**config.mk**
```make
export PLATFORM = sky130hd
export DESIGN_NAME = acl_spi_responder_flat
export DESIGN_NICKNAME = d
export VERILOG_FILES = /design/src/rtl/acl_spi_responder_if.sv /design/src/rtl/acl_spi_responder.sv /design/src/flat_wrapper.sv
export SDC_FILE = /design/constraint.sdc
export NUM_CORES = 1
export LEC_CHECK = 0
export ABC_CLOCK_PERIOD_IN_PS = 2200
export CORE_ASPECT_RATIO = 1.75
export CORE_UTILIZATION = 35
export CTS_CLUSTER_SIZE = 12
export DETAILED_ROUTE_END_ITERATION = 12
export SKIP_LAST_GASP = 1
export SLEW_MARGIN = 20
export SYNTH_ARGS = -nofsm -noshare
export SYNTH_HDL_FRONTEND = slang
export SYNTH_SLANG_ARGS = --single-unit
```
**constraint.sdc**
```tcl
create_clock -name clk_8mhz -period 2.2 [get_ports clk_8mhz]
set_input_delay 0.44 -clock clk_8mhz [delete_from_list [all_inputs] [get_ports clk_8mhz]]
set_output_delay 0.44 -clock clk_8mhz [all_outputs]
set_load 0.05 [all_outputs]
```
**src/rtl/acl_spi_responder_if.sv**
```systemverilog
// SPI bus bundle between an SPI master (accelerometer reader or bench) and
// the acl_spi_responder. sclk idles low (mode 0), csn is active-low.
interface acl_spi_responder_if;
  logic sclk;
  logic csn;
  logic mosi;
  logic miso;
  logic miso_oe;

  modport master (
    output sclk,
    output csn,
    output mosi,
    input  miso,
    input  miso_oe
  );

  modport slave (
    input  sclk,
    input  csn,
    input  mosi,
    output miso,
    output miso_oe
  );
endinterface

```
**src/rtl/acl_spi_responder.sv**
```systemverilog
// ADXL362-style SPI mode-0 responder running entirely in the clk_8mhz domain.
// Bus pins are oversampled through synchronizers, so sclk must stay <= 1 MHz.
// Protocol: command byte (0x0A write / 0x0B read), address byte, data bytes
// with an auto-incrementing 8-bit address pointer.
// Optional build macro ACL_SPI_RESPONDER_SOFT_RESET_EN: address 0x1F becomes
// a write-only SOFT_RESET register; writing 0x52 clears POWER_CTL.
module acl_spi_responder #(
  parameter logic [7:0] DEVID_AD    = 8'hAD,
  parameter logic [7:0] DEVID_MST   = 8'h1D,
  parameter logic [7:0] PARTID      = 8'hF2,
  parameter int         SYNC_STAGES = 2
) (
  input  logic                 clk_8mhz,
  input  logic                 nrst,
  acl_spi_responder_if.slave   spi,
  input  logic [11:0]          x_data,
  input  logic [11:0]          y_data,
  input  logic [11:0]          z_data,
  output logic                 measure_en
);

  typedef enum logic [2:0] {
    IDLE, CMD, ADDR_W, ADDR_R, DATA_WR, DATA_RD, IGNORE
  } state_e;

  localparam logic [7:0] CMD_WRITE     = 8'h0A;
  localparam logic [7:0] CMD_READ      = 8'h0B;
  localparam logic [7:0] ADDR_PWR_CTL  = 8'h2D;
`ifdef ACL_SPI_RESPONDER_SOFT_RESET_EN
  localparam logic [7:0] ADDR_SOFT_RST = 8'h1F;
  localparam logic [7:0] SOFT_RST_KEY  = 8'h52;
`endif

  // Synchronizer chains; the MSB is the synchronized value.
  logic [SYNC_STAGES-1:0] sclk_sync_q, sclk_sync_d;
  logic [SYNC_STAGES-1:0] csn_sync_q,  csn_sync_d;
  logic [SYNC_STAGES-1:0] mosi_sync_q, mosi_sync_d;
  logic                   sclk_prev_q, csn_prev_q;

  state_e      state_q, state_d;
  logic [2:0]  bit_cnt_q, bit_cnt_d;
  // First seven received bits; the eighth completes rx_byte directly.
  logic [6:0]  shift_q, shift_d;
  logic [7:0]  tx_q, tx_d;
  logic [7:0]  addr_q, addr_d;
  logic [7:0]  power_ctl_q, power_ctl_d;
  logic [15:0] snap_x_q, snap_x_d;
  logic [15:0] snap_y_q, snap_y_d;
  logic [15:0] snap_z_q, snap_z_d;
  logic        miso_q, miso_d;
  logic        miso_oe_q, miso_oe_d;
  logic        measure_en_q, measure_en_d;

  logic        sclk_s, csn_s, mosi_s;
  logic        sclk_rise, sclk_fall, csn_fall, byte_done;
  logic [7:0]  rx_byte, rd_addr, rd_data;

  assign sclk_s    = sclk_sync_q[SYNC_STAGES-1];
  assign csn_s     = csn_sync_q[SYNC_STAGES-1];
  assign mosi_s    = mosi_sync_q[SYNC_STAGES-1];
  assign sclk_rise = sclk_s & ~sclk_prev_q;
  assign sclk_fall = ~sclk_s & sclk_prev_q;
  assign csn_fall  = ~csn_s & csn_prev_q;
  assign rx_byte   = {shift_q, mosi_s};
  assign byte_done = sclk_rise && (bit_cnt_q == 3'd7);

  // Shift each pin one stage deeper into its synchronizer.
  always_comb begin
    sclk_sync_d = {sclk_sync_q[SYNC_STAGES-2:0], spi.sclk};
    csn_sync_d  = {csn_sync_q[SYNC_STAGES-2:0],  spi.csn};
    mosi_sync_d = {mosi_sync_q[SYNC_STAGES-2:0], spi.mosi};
  end

  // Register file read address: the addressed byte right after ADDR_R,
  // otherwise the next location of a burst.
  always_comb begin
    rd_addr = (state_q == ADDR_R) ? rx_byte : addr_q + 8'd1;
  end

  // Register map read mux; unmapped (and write-only) addresses read zero.
  always_comb begin
    rd_data = 8'h00;
    case (rd_addr)
      8'h00:        rd_data = DEVID_AD;
      8'h01:        rd_data = DEVID_MST;
      8'h02:        rd_data = PARTID;
      8'h0E:        rd_data = snap_x_q[7:0];
      8'h0F:        rd_data = snap_x_q[15:8];
      8'h10:        rd_data = snap_y_q[7:0];
      8'h11:        rd_data = snap_y_q[15:8];
      8'h12:        rd_data = snap_z_q[7:0];
      8'h13:        rd_data = snap_z_q[15:8];
      ADDR_PWR_CTL: rd_data = power_ctl_q;
      default:      rd_data = 8'h00;
    endcase
  end

  // Transaction FSM, shift registers, pointer, register writes and miso.
  always_comb begin
    // NOTE: every output of this block gets a default first, so no path
    // leaves a signal unassigned and no latch is inferred.
    state_d      = state_q;
    bit_cnt_d    = bit_cnt_q;
    shift_d      = shift_q;
    tx_d         = tx_q;
    addr_d       = addr_q;
    power_ctl_d  = power_ctl_q;
    snap_x_d     = snap_x_q;
    snap_y_d     = snap_y_q;
    snap_z_d     = snap_z_q;
    miso_d       = miso_q;
    miso_oe_d    = miso_oe_q;
    measure_en_d = (power_ctl_q[1:0] == 2'b10);

    if (csn_s) begin
      // Deselected: drop any partial byte and release miso.
      state_d   = IDLE;
      bit_cnt_d = 3'd0;
      miso_d    = 1'b0;
      miso_oe_d = 1'b0;
    end else if (csn_fall) begin
      state_d   = CMD;
      bit_cnt_d = 3'd0;
      snap_x_d  = {{4{x_data[11]}}, x_data};
      snap_y_d  = {{4{y_data[11]}}, y_data};
      snap_z_d  = {{4{z_data[11]}}, z_data};
    end else begin
      if (sclk_rise) begin
        shift_d   = rx_byte[6:0];
        bit_cnt_d = bit_cnt_q + 3'd1;
      end
      if (byte_done) begin
        case (state_q)
          CMD: begin
            if (rx_byte == CMD_WRITE)     state_d = ADDR_W;
            else if (rx_byte == CMD_READ) state_d = ADDR_R;
            else                          state_d = IGNORE;
          end
          ADDR_W: begin
            addr_d  = rx_byte;
            state_d = DATA_WR;
          end
          ADDR_R: begin
            addr_d  = rx_byte;
            tx_d    = rd_data;
            state_d = DATA_RD;
          end
          DATA_WR: begin
            if (addr_q == ADDR_PWR_CTL) power_ctl_d = rx_byte;
`ifdef ACL_SPI_RESPONDER_SOFT_RESET_EN
            else if (addr_q == ADDR_SOFT_RST && rx_byte == SOFT_RST_KEY)
              power_ctl_d = 8'h00;
`endif
            addr_d = addr_q + 8'd1;
          end
          DATA_RD: begin
            addr_d = addr_q + 8'd1;
            tx_d   = rd_data;
          end
          default: ;
        endcase
      end
      if (sclk_fall && state_q == DATA_RD) begin
        miso_d    = tx_q[7];
        tx_d      = {tx_q[6:0], 1'b0};
        miso_oe_d = 1'b1;
      end
    end
  end

  // State register; nrst clears everything immediately, even mid-transaction.
  always_ff @(posedge clk_8mhz or negedge nrst) begin
    if (!nrst) begin
      // NOTE: csn synchronizer resets to the idle (high) level so leaving
      // reset with the bus idle cannot fake a chip-select falling edge.
      sclk_sync_q  <= '0;
      csn_sync_q   <= '1;
      mosi_sync_q  <= '0;
      sclk_prev_q  <= 1'b0;
      csn_prev_q   <= 1'b1;
      state_q      <= IDLE;
      bit_cnt_q    <= 3'd0;
      shift_q      <= 7'd0;
      tx_q         <= 8'h00;
      addr_q       <= 8'h00;
      power_ctl_q  <= 8'h00;
      snap_x_q     <= 16'h0000;
      snap_y_q     <= 16'h0000;
      snap_z_q     <= 16'h0000;
      miso_q       <= 1'b0;
      miso_oe_q    <= 1'b0;
      measure_en_q <= 1'b0;
    end else begin
      // NOTE: non-blocking assignments so every flop samples the values
      // from before this edge, independent of statement order.
      sclk_sync_q  <= sclk_sync_d;
      csn_sync_q   <= csn_sync_d;
      mosi_sync_q  <= mosi_sync_d;
      sclk_prev_q  <= sclk_s;
      csn_prev_q   <= csn_s;
      state_q      <= state_d;
      bit_cnt_q    <= bit_cnt_d;
      shift_q      <= shift_d;
      tx_q         <= tx_d;
      addr_q       <= addr_d;
      power_ctl_q  <= power_ctl_d;
      snap_x_q     <= snap_x_d;
      snap_y_q     <= snap_y_d;
      snap_z_q     <= snap_z_d;
      miso_q       <= miso_d;
      miso_oe_q    <= miso_oe_d;
      measure_en_q <= measure_en_d;
    end
  end

  // miso_q is only ever set together with miso_oe_q, so miso is 0 when idle.
  assign spi.miso     = miso_q;
  assign spi.miso_oe  = miso_oe_q;
  assign measure_en   = measure_en_q;

endmodule

```
**src/flat_wrapper.sv**
```systemverilog
// flat-port wrapper written by rule: the top's interface ports become plain ports
module acl_spi_responder_flat 
#(
  parameter logic [7:0] DEVID_AD    = 8'hAD,
  parameter logic [7:0] DEVID_MST   = 8'h1D,
  parameter logic [7:0] PARTID      = 8'hF2,
  parameter int         SYNC_STAGES = 2
)
  (clk_8mhz, nrst, x_data, y_data, z_data, measure_en, spi_sclk, spi_csn, spi_mosi, spi_miso, spi_miso_oe);
  acl_spi_responder_if spi_i ();
  input  logic clk_8mhz;
  input  logic nrst;
  input  logic [11:0] x_data;
  input  logic [11:0] y_data;
  input  logic [11:0] z_data;
  output logic measure_en;
  input wire logic [$bits(spi_i.sclk)-1:0] spi_sclk;
  input wire logic [$bits(spi_i.csn)-1:0] spi_csn;
  input wire logic [$bits(spi_i.mosi)-1:0] spi_mosi;
  output wire logic [$bits(spi_i.miso)-1:0] spi_miso;
  output wire logic [$bits(spi_i.miso_oe)-1:0] spi_miso_oe;
  assign spi_i.sclk = spi_sclk;
  assign spi_i.csn = spi_csn;
  assign spi_i.mosi = spi_mosi;
  assign spi_miso = spi_i.miso;
  assign spi_miso_oe = spi_i.miso_oe;
  acl_spi_responder #(.DEVID_AD(DEVID_AD), .DEVID_MST(DEVID_MST), .PARTID(PARTID), .SYNC_STAGES(SYNC_STAGES)) u_core (.clk_8mhz(clk_8mhz), .nrst(nrst), .spi(spi_i), .x_data(x_data), .y_data(y_data), .z_data(z_data), .measure_en(measure_en));
endmodule
```
**After elaboration in Yosys (flattened, before gate mapping)**

Index checks and enable logic that the tools add are counted.

- Bits in registers: 84
- Output and inout bits: 3

- $add $sub $neg: 2
- Eq/ne operators: 20
- Muxes and demuxes: 21
- Bitwise gates (word level): 7
- Reduce and logical (&&, ||, !) cells: 20

Operators with widths:

| cell | number |
|---|---|
| case mux 8 bit (10 select lines) | 1 |
| == test 8 x 4 -> 1 bit (second input constant) | 4 |
| == test 8 x 5 -> 1 bit (second input constant) | 4 |
| two-way mux 8 bit | 4 |
| two-way mux 3 bit | 8 |
| == test 8 x 6 -> 1 bit (second input constant) | 2 |
| case mux 8 bit (2 select lines) | 1 |
| == test 3 bit (second input constant) | 3 |
| case mux 3 bit (3 select lines) | 1 |
| adder 8 x 1 -> 8 bit (second input constant) | 1 |
| == test 8 x 1 -> 1 bit (second input constant) | 1 |
| == test 8 x 2 -> 1 bit (second input constant) | 1 |
| zero test 8 bit | 1 |
| AND reduction 4 bit | 2 |
| nonzero test 2 bit | 4 |
| == test 3 x 2 -> 1 bit (second input constant) | 2 |
| two-way mux 1 bit | 6 |
| AND reduction 2 bit | 3 |
| nonzero test 3 bit | 2 |
| OR reduction 2 bit | 3 |
| AND reduction 5 bit | 1 |
| nonzero test 5 bit | 1 |
| NOT 1 bit | 4 |
| adder 3 x 1 -> 3 bit (second input constant) | 1 |
| other kinds (6) | 9 |

**Longest topological paths before layout**

- Depth after elaboration: 7
- Gate-level depth with buffers: 11

**Worst setup path before layout**

Ideal clock, no wire load.

- Path kind: reg2reg
- Start: register u_core.addr_q[1]
- End: register u_core.tx_q[3]
- Library setup time: 0.133 ns
- Arrival: 2.204 ns
- Data required time: 2.067 ns
- Path slack: -0.137 ns
- Stages on the path, launching flop included: 11
- Period minus slack after synthesis: 2.337 ns
- Path through: dfrtp_1 ha_1 buf_2 and3_1 nand3_1 xor2_1 a31oi_1 nor2_1 a22o_1 a211oi_1 a31oi_1

- Word-level cells in the longest chain between the ends: 7
- Elaborated cells on any way between the ends: 16

Ends and longest elaborated chain:

| element | RTL line | RTL |
|---|---|---|
| start: declaration | acl_spi_responder.sv:45 | `logic [7:0] addr_q, addr_d;` |
| start signal: assignment | acl_spi_responder.sv:205 | `addr_q <= addr_d;` |
| adder 8 x 1 -> 8 bit (*) | acl_spi_responder.sv:77 | `rd_addr = (state_q == ADDR_R) ? rx_byte : addr_q + 8'd1;` |
| two-way mux 8 bit (*) | acl_spi_responder.sv:77 |  |
| == test 8 x 6 -> 1 bit (tied with other cells) | acl_spi_responder.sv:83 | `case (rd_addr)` |
| case mux 8 bit (10 select lines) (*) | acl_spi_responder.sv:83 |  |
| two-way mux 8 bit (*) | acl_spi_responder.sv:133 | `case (state_q)` |
| two-way mux 8 bit (*) | acl_spi_responder.sv:132 | `if (byte_done) begin` |
| two-way mux 8 bit (*) | acl_spi_responder.sv:163 | `if (sclk_fall && state_q == DATA_RD) begin` |
| end signal: assignment | acl_spi_responder.sv:204 | `tx_q <= tx_d;` |
| end: declaration | acl_spi_responder.sv:44 | `logic [7:0] tx_q, tx_d;` |

Mark *: on every way between the ends. The rest lies on a longest branch, timed or not. The select of a mux whose other input is x is not followed.
A chain may end at the register's enable or synchronous reset.

**Worst setup path in the final report**

- Start: register u_core.addr_q[0]
- End: register u_core.tx_q[3]

The elaborated chain is that of the path after synthesis.

==> report_table.html <==
<table>
<tr><th>Metric</th><th>Value</th></tr>
<tr><th colspan="2">Routing</th></tr>
<tr><td>Iteration count of the initial detailed-routing pass</td><td>4</td></tr>
<tr><td>Drc violations</td><td>0</td></tr>
<tr><td>Detailed-route wire length per cell</td><td>18.26 µm</td></tr>
<tr><td>Initial DRC count</td><td>152</td></tr>
<tr><td>Detailed Route WL</td><td>12.66 mm</td></tr>
<tr><td>Number of vias in the routed layout</td><td>3737</td></tr>
<tr><td>Routed via count divided by cell count</td><td>5.392</td></tr>
<tr><td>Remaining number of nets flagged by the antenna check after routing</td><td>0</td></tr>
<tr><th colspan="2">Pwr</th></tr>
<tr><td>VDD IR-drop max</td><td>0.5240 mV</td></tr>
<tr><td>Power density of the placed cells</td><td>615.1 nW/µm²</td></tr>
<tr><td>Pleak</td><td>2.596 nW</td></tr>
<tr><th colspan="2">Place</th></tr>
<tr><td>Pre-CTS setup slack</td><td>-0.2859 ns</td></tr>
<tr><td>RD Place Congestion</td><td>0.8843</td></tr>
<tr><td>Number of buffers added on ports</td><td>43</td></tr>
<tr><td>DP Cell Count</td><td>655</td></tr>
<tr><td>HPWL after DPL</td><td>9.300 mm</td></tr>
<tr><th colspan="2">Setup path</th></tr>
<tr><td>Critical path data required time</td><td>2.41 ns</td></tr>
<tr><td>Critical path launch point type</td><td>flop</td></tr>
<tr><td>Arrival time of data at the critical path endpoint</td><td>2.59 ns</td></tr>
<tr><td>Nature of the critical path endpoint</td><td>flop</td></tr>
<tr><td>Worst setup path class</td><td>flop to flop</td></tr>
<tr><td>CP Max Fanout</td><td>5</td></tr>
<tr><th colspan="2">Timing</th></tr>
<tr><td># setup viols final</td><td>15</td></tr>
<tr><td>Maximum achievable frequency</td><td>419.0 MHz</td></tr>
<tr><td>Setup Skew</td><td>0.006396 ns</td></tr>
<tr><td>Tmin final</td><td>2.387 ns</td></tr>
<tr><td>Relative slew slack</td><td>66.74%</td></tr>
<tr><td>Final Hold Fails</td><td>0</td></tr>
<tr><td>Worst hold slack</td><td>0.06318 ns</td></tr>
<tr><td>Pin slew with the least headroom to its limit</td><td>0.4974 ns</td></tr>
<tr><td>Max-slew violations</td><td>0</td></tr>
<tr><td>RSZ-0062 raised after global routing</td><td>true</td></tr>
<tr><td>Setup ws final</td><td>-0.1869 ns</td></tr>
<tr><td>Final period utilization</td><td>108.5%</td></tr>
<tr><th colspan="2">Synth</th></tr>
<tr><td>Post-synth top flop</td><td>dfrtp_1</td></tr>
<tr><td>Compound-gate portion of the synthesized area</td><td>14.68%</td></tr>
<tr><td>Post-synthesis share of cell area spent on xor and xnor gates</td><td>1.421%</td></tr>
<tr><td>Number of nets in the synthesized netlist</td><td>450</td></tr>
<tr><td>Post-synthesis mux area share</td><td>14.70%</td></tr>
<tr><td>Synth Instances</td><td>403</td></tr>
<tr><td>Adder and majority cell fraction of the synthesized area</td><td>1.740%</td></tr>
<tr><td>Total of warnings raised by yosys</td><td>0</td></tr>
<tr><td>Sequential cell area fraction in the yosys report</td><td>48.81%</td></tr>
<tr><td>Post-Synth Simple-Gate Area</td><td>15.78%</td></tr>
<tr><td>Unique masters post-synth</td><td>57</td></tr>
<tr><td>Mapped Area</td><td>4314 µm²</td></tr>
<tr><td>Post-synth EDFFs</td><td>0</td></tr>
<tr><td>Post-Synthesis Mean Instance Area</td><td>10.71 µm²</td></tr>
<tr><td>Dominant combinational cell family by area after synthesis</td><td>simple AND/OR/NAND/NOR gates</td></tr>
<tr><td>Synth async-reset ratio</td><td>100.0%</td></tr>
<tr><td>Flop and latch count out of synthesis</td><td>84</td></tr>
<tr><th colspan="2">Outcome</th></tr>
<tr><td>Run status</td><td>finished with violations</td></tr>
<tr><td>Violated checks</td><td>setup timing</td></tr>
<tr><th colspan="2">Layout</th></tr>
<tr><td>Filler instances</td><td>1101</td></tr>
<tr><td>Ratio of cells with drive above 1 in the final layout</td><td>39.39%</td></tr>
<tr><td>Multi-input combinational cell area</td><td>2342 µm²</td></tr>
<tr><td>Sequential cell area in the final layout</td><td>2110 µm²</td></tr>
<tr><td>Area growth from synthesis to layout</td><td>42.40%</td></tr>
<tr><td>Core utilization of the finished layout</td><td>51.18%</td></tr>
<tr><td>Post-layout nets</td><td>570</td></tr>
<tr><td>Final Instance Count excl. Fillers</td><td>693</td></tr>
<tr><td>Diode count</td><td>0</td></tr>
<tr><td>Highest-count cells in the layout ignoring fill and taps</td><td>78 x buf_4, 78 x dfrtp_1, 51 x mux2_2</td></tr>
<tr><th colspan="2">Global routing</th></tr>
<tr><td>Total GRT Usage</td><td>21.00%</td></tr>
<tr><td>Via count of the first global-routing pass</td><td>4012</td></tr>
<tr><td>Pin count of the biggest net entering global routing</td><td>39</td></tr>
<tr><td>Remaining global-route overflow</td><td>0</td></tr>
<tr><td>First-pass GRT wire length</td><td>20.16 mm</td></tr>
<tr><td>Number of antenna violations at the first check in global routing</td><td>0</td></tr>
<tr><th colspan="2">Clock tree</th></tr>
<tr><td>CTS Buffer Depth</td><td>2</td></tr>
<tr><td>Clock insertion delay at the later pin of the skew report</td><td>0.34 ns</td></tr>
<tr><td>Cell at the root of the clock tree</td><td>clkbuf_16</td></tr>
<tr><td>Clock tree from TritonCTS</td><td>done</td></tr>
<tr><td>TritonCTS Buffers</td><td>9</td></tr>
<tr><td>Quantity of hold-fixing buffers added after cts</td><td>0</td></tr>
<tr><td>Clock slew seen by the registers of the worst setup and hold paths</td><td>0.06 ns</td></tr>
<tr><td>Count of H-tree levels built during CTS</td><td>3</td></tr>
<tr><td>Clock sink total</td><td>84</td></tr>
<tr><th colspan="2">Floorplanning</th></tr>
<tr><td>Initial standard-cell utilization of the core</td><td>35.94%</td></tr>
<tr><td>Count of pins on the block boundary</td><td>44</td></tr>
<tr><td>Height of the die</td><td>148.9 µm</td></tr>
<tr><td>Die width</td><td>85.93 µm</td></tr>
<tr><td>Std-Cell Core Area</td><td>12000 µm²</td></tr>
<tr><td>DIE AREA</td><td>12790 µm²</td></tr>
<tr><td>Core Rows</td><td>53</td></tr>
<tr><th colspan="2">Worst hold path</th></tr>
<tr><td>Class of the tightest hold or removal check</td><td>primary input to asynchronous set/reset pin</td></tr>
<tr><th colspan="2">Flow run</th></tr>
<tr><td>MaxCap Viol Count</td><td>0</td></tr>
</table>
-- kinds of logic after synthesis --
kind of cell	Yosys count
AO/OA/AOI/OAI	93
XOR/XNOR	7
adder cells (fa/ha/maj)	6
buffers and inverters	29
flip-flops	84
multiplexers	57
AND/OR/NAND/NOR	127
-- per-layer routing --
layer / vias to the layer above / share of wire (%) / GRT usage, %
met5: - / 0 / 0
met4: 0 / 7.3 / 15.58
met3: 55 / 2.4 / 3.210
met2: 100 / 55 / 38.93
met1: 1864 / 35 / 20.48
li1: 1718 / - / -
-- area by class of cell --
class / instances / area share, %
Tap cell: 165 / 3.360
Clock inverter: 6 / 1.039
Inverter: 7 / 0.4277
Sequential cell: 84 / 34.34
Clock buffer: 10 / 3.890
Multi-Input combinational cell: 290 / 38.13
Timing Repair Buffer: 131 / 18.82
-- through the flow --
stage               power (mW)  cell area [µm²]  setup TNS (ns)
floorplan                2.002             4367         -0.1504
global placement         2.271             5416          -2.045
detailed placement       2.284             5416          -2.403
CTS                      3.817             6026          -1.025
global route             3.937             6143          -2.614
finish                   3.779             6143          -1.163
-- repair_timing --
action	in CTS	in global routing
setup endpoints to repair	16	17
gates resized for setup	36	20
buffers inserted	19	6
pin swaps	20	10
hold endpoints to repair	0	0
-- synth_stat cells (all sizes together) (2+ instances only) --
master,count,share of area [%]
dfrtp,81,47
mux2,51,13
nand2,32,2.8
nor2,28,2.8
a21oi,25,2.9
o21ai,14,1.6
clkbuf,13,1.1
nor3,11,1.4
a22oi,9,1.7
buf,9,1.1
nand2b,9,1.3
nand3,9,1.0
nor2b,9,1.3
a31oi,8,1.2
inv,7,0.61
a22o,6,1.2
ha,6,1.7
mux2i,6,1.4
a211oi,5,0.87
a221oi,5,1.0
or3,5,0.73
nand3b,4,0.70
xnor2,4,0.81
a21boi,3,0.52
and3,3,0.44
dfstp,3,1.8
o211ai,3,0.52
o31ai,3,0.52
or2,3,0.44
xor2,3,0.61
and3b,2,0.41
nand4b,2,0.41
nor4b,2,0.41
o2111ai,2,0.41
o22ai,2,0.29
-- flip-flops by register name (all words and copies together), names as in the netlist --
| signal | cells |
|---|---|
| u_core.addr_q | 8 |
| u_core.bit_cnt_q | 3 |
| u_core.csn_prev_q | 1 |
| u_core.csn_sync_q | 2 |
| u_core.measure_en | 1 |
| u_core.mosi_sync_q | 2 |
| u_core.power_ctl_q | 8 |
| u_core.sclk_prev_q | 1 |
| u_core.sclk_sync_q | 2 |
| u_core.shift_q | 7 |
| u_core.snap_x_q | 12 |
| u_core.snap_y_q | 12 |
| u_core.snap_z_q | 12 |
| u_core.spi.miso | 1 |
| u_core.spi.miso_oe | 1 |
| u_core.state_q | 3 |
| u_core.tx_q | 8 |
-- power breakdown --
part / total (mW) / switching (mW) / internal, mW
logic: 0.469 / 0.202 / 0.267
registers: 1.79 / 0.104 / 1.69
clock network: 1.52 / 0.609 / 0.908
total: 3.78 / 0.915 / 2.86
-- final timing paths --
path                                       startpoint                    end  slack, ns  cells after the start
worst max-delay path                 u_core.addr_q[0]         u_core.tx_q[3]      -0.19                     11
worst min-delay path                             nrst     u_core.snap_x_q[0]       0.06                      1
worst max register to register       u_core.addr_q[0]         u_core.tx_q[3]      -0.19                     11
worst min register to register  u_core.sclk_sync_q[0]  u_core.sclk_sync_q[1]       0.35                      0
max in group asynchronous                        nrst     u_core.snap_z_q[1]       1.56                      2
min in group clk_8mhz           u_core.sclk_sync_q[0]  u_core.sclk_sync_q[1]       0.35                      0
-- critical path, cell delays in order (launching register included) --
cell and delay, ns:
dfrtp_2 0.44, ha_4 0.18, and3_4 0.23, nand3_4 0.10, xor2_4 0.19, buf_4 0.17
a31oi_4 0.17, buf_6 0.15, nor2_8 0.05, a22o_1 0.22, a211oi_2 0.24, a31oi_1 0.12
(Power assumes the default switching activity.)
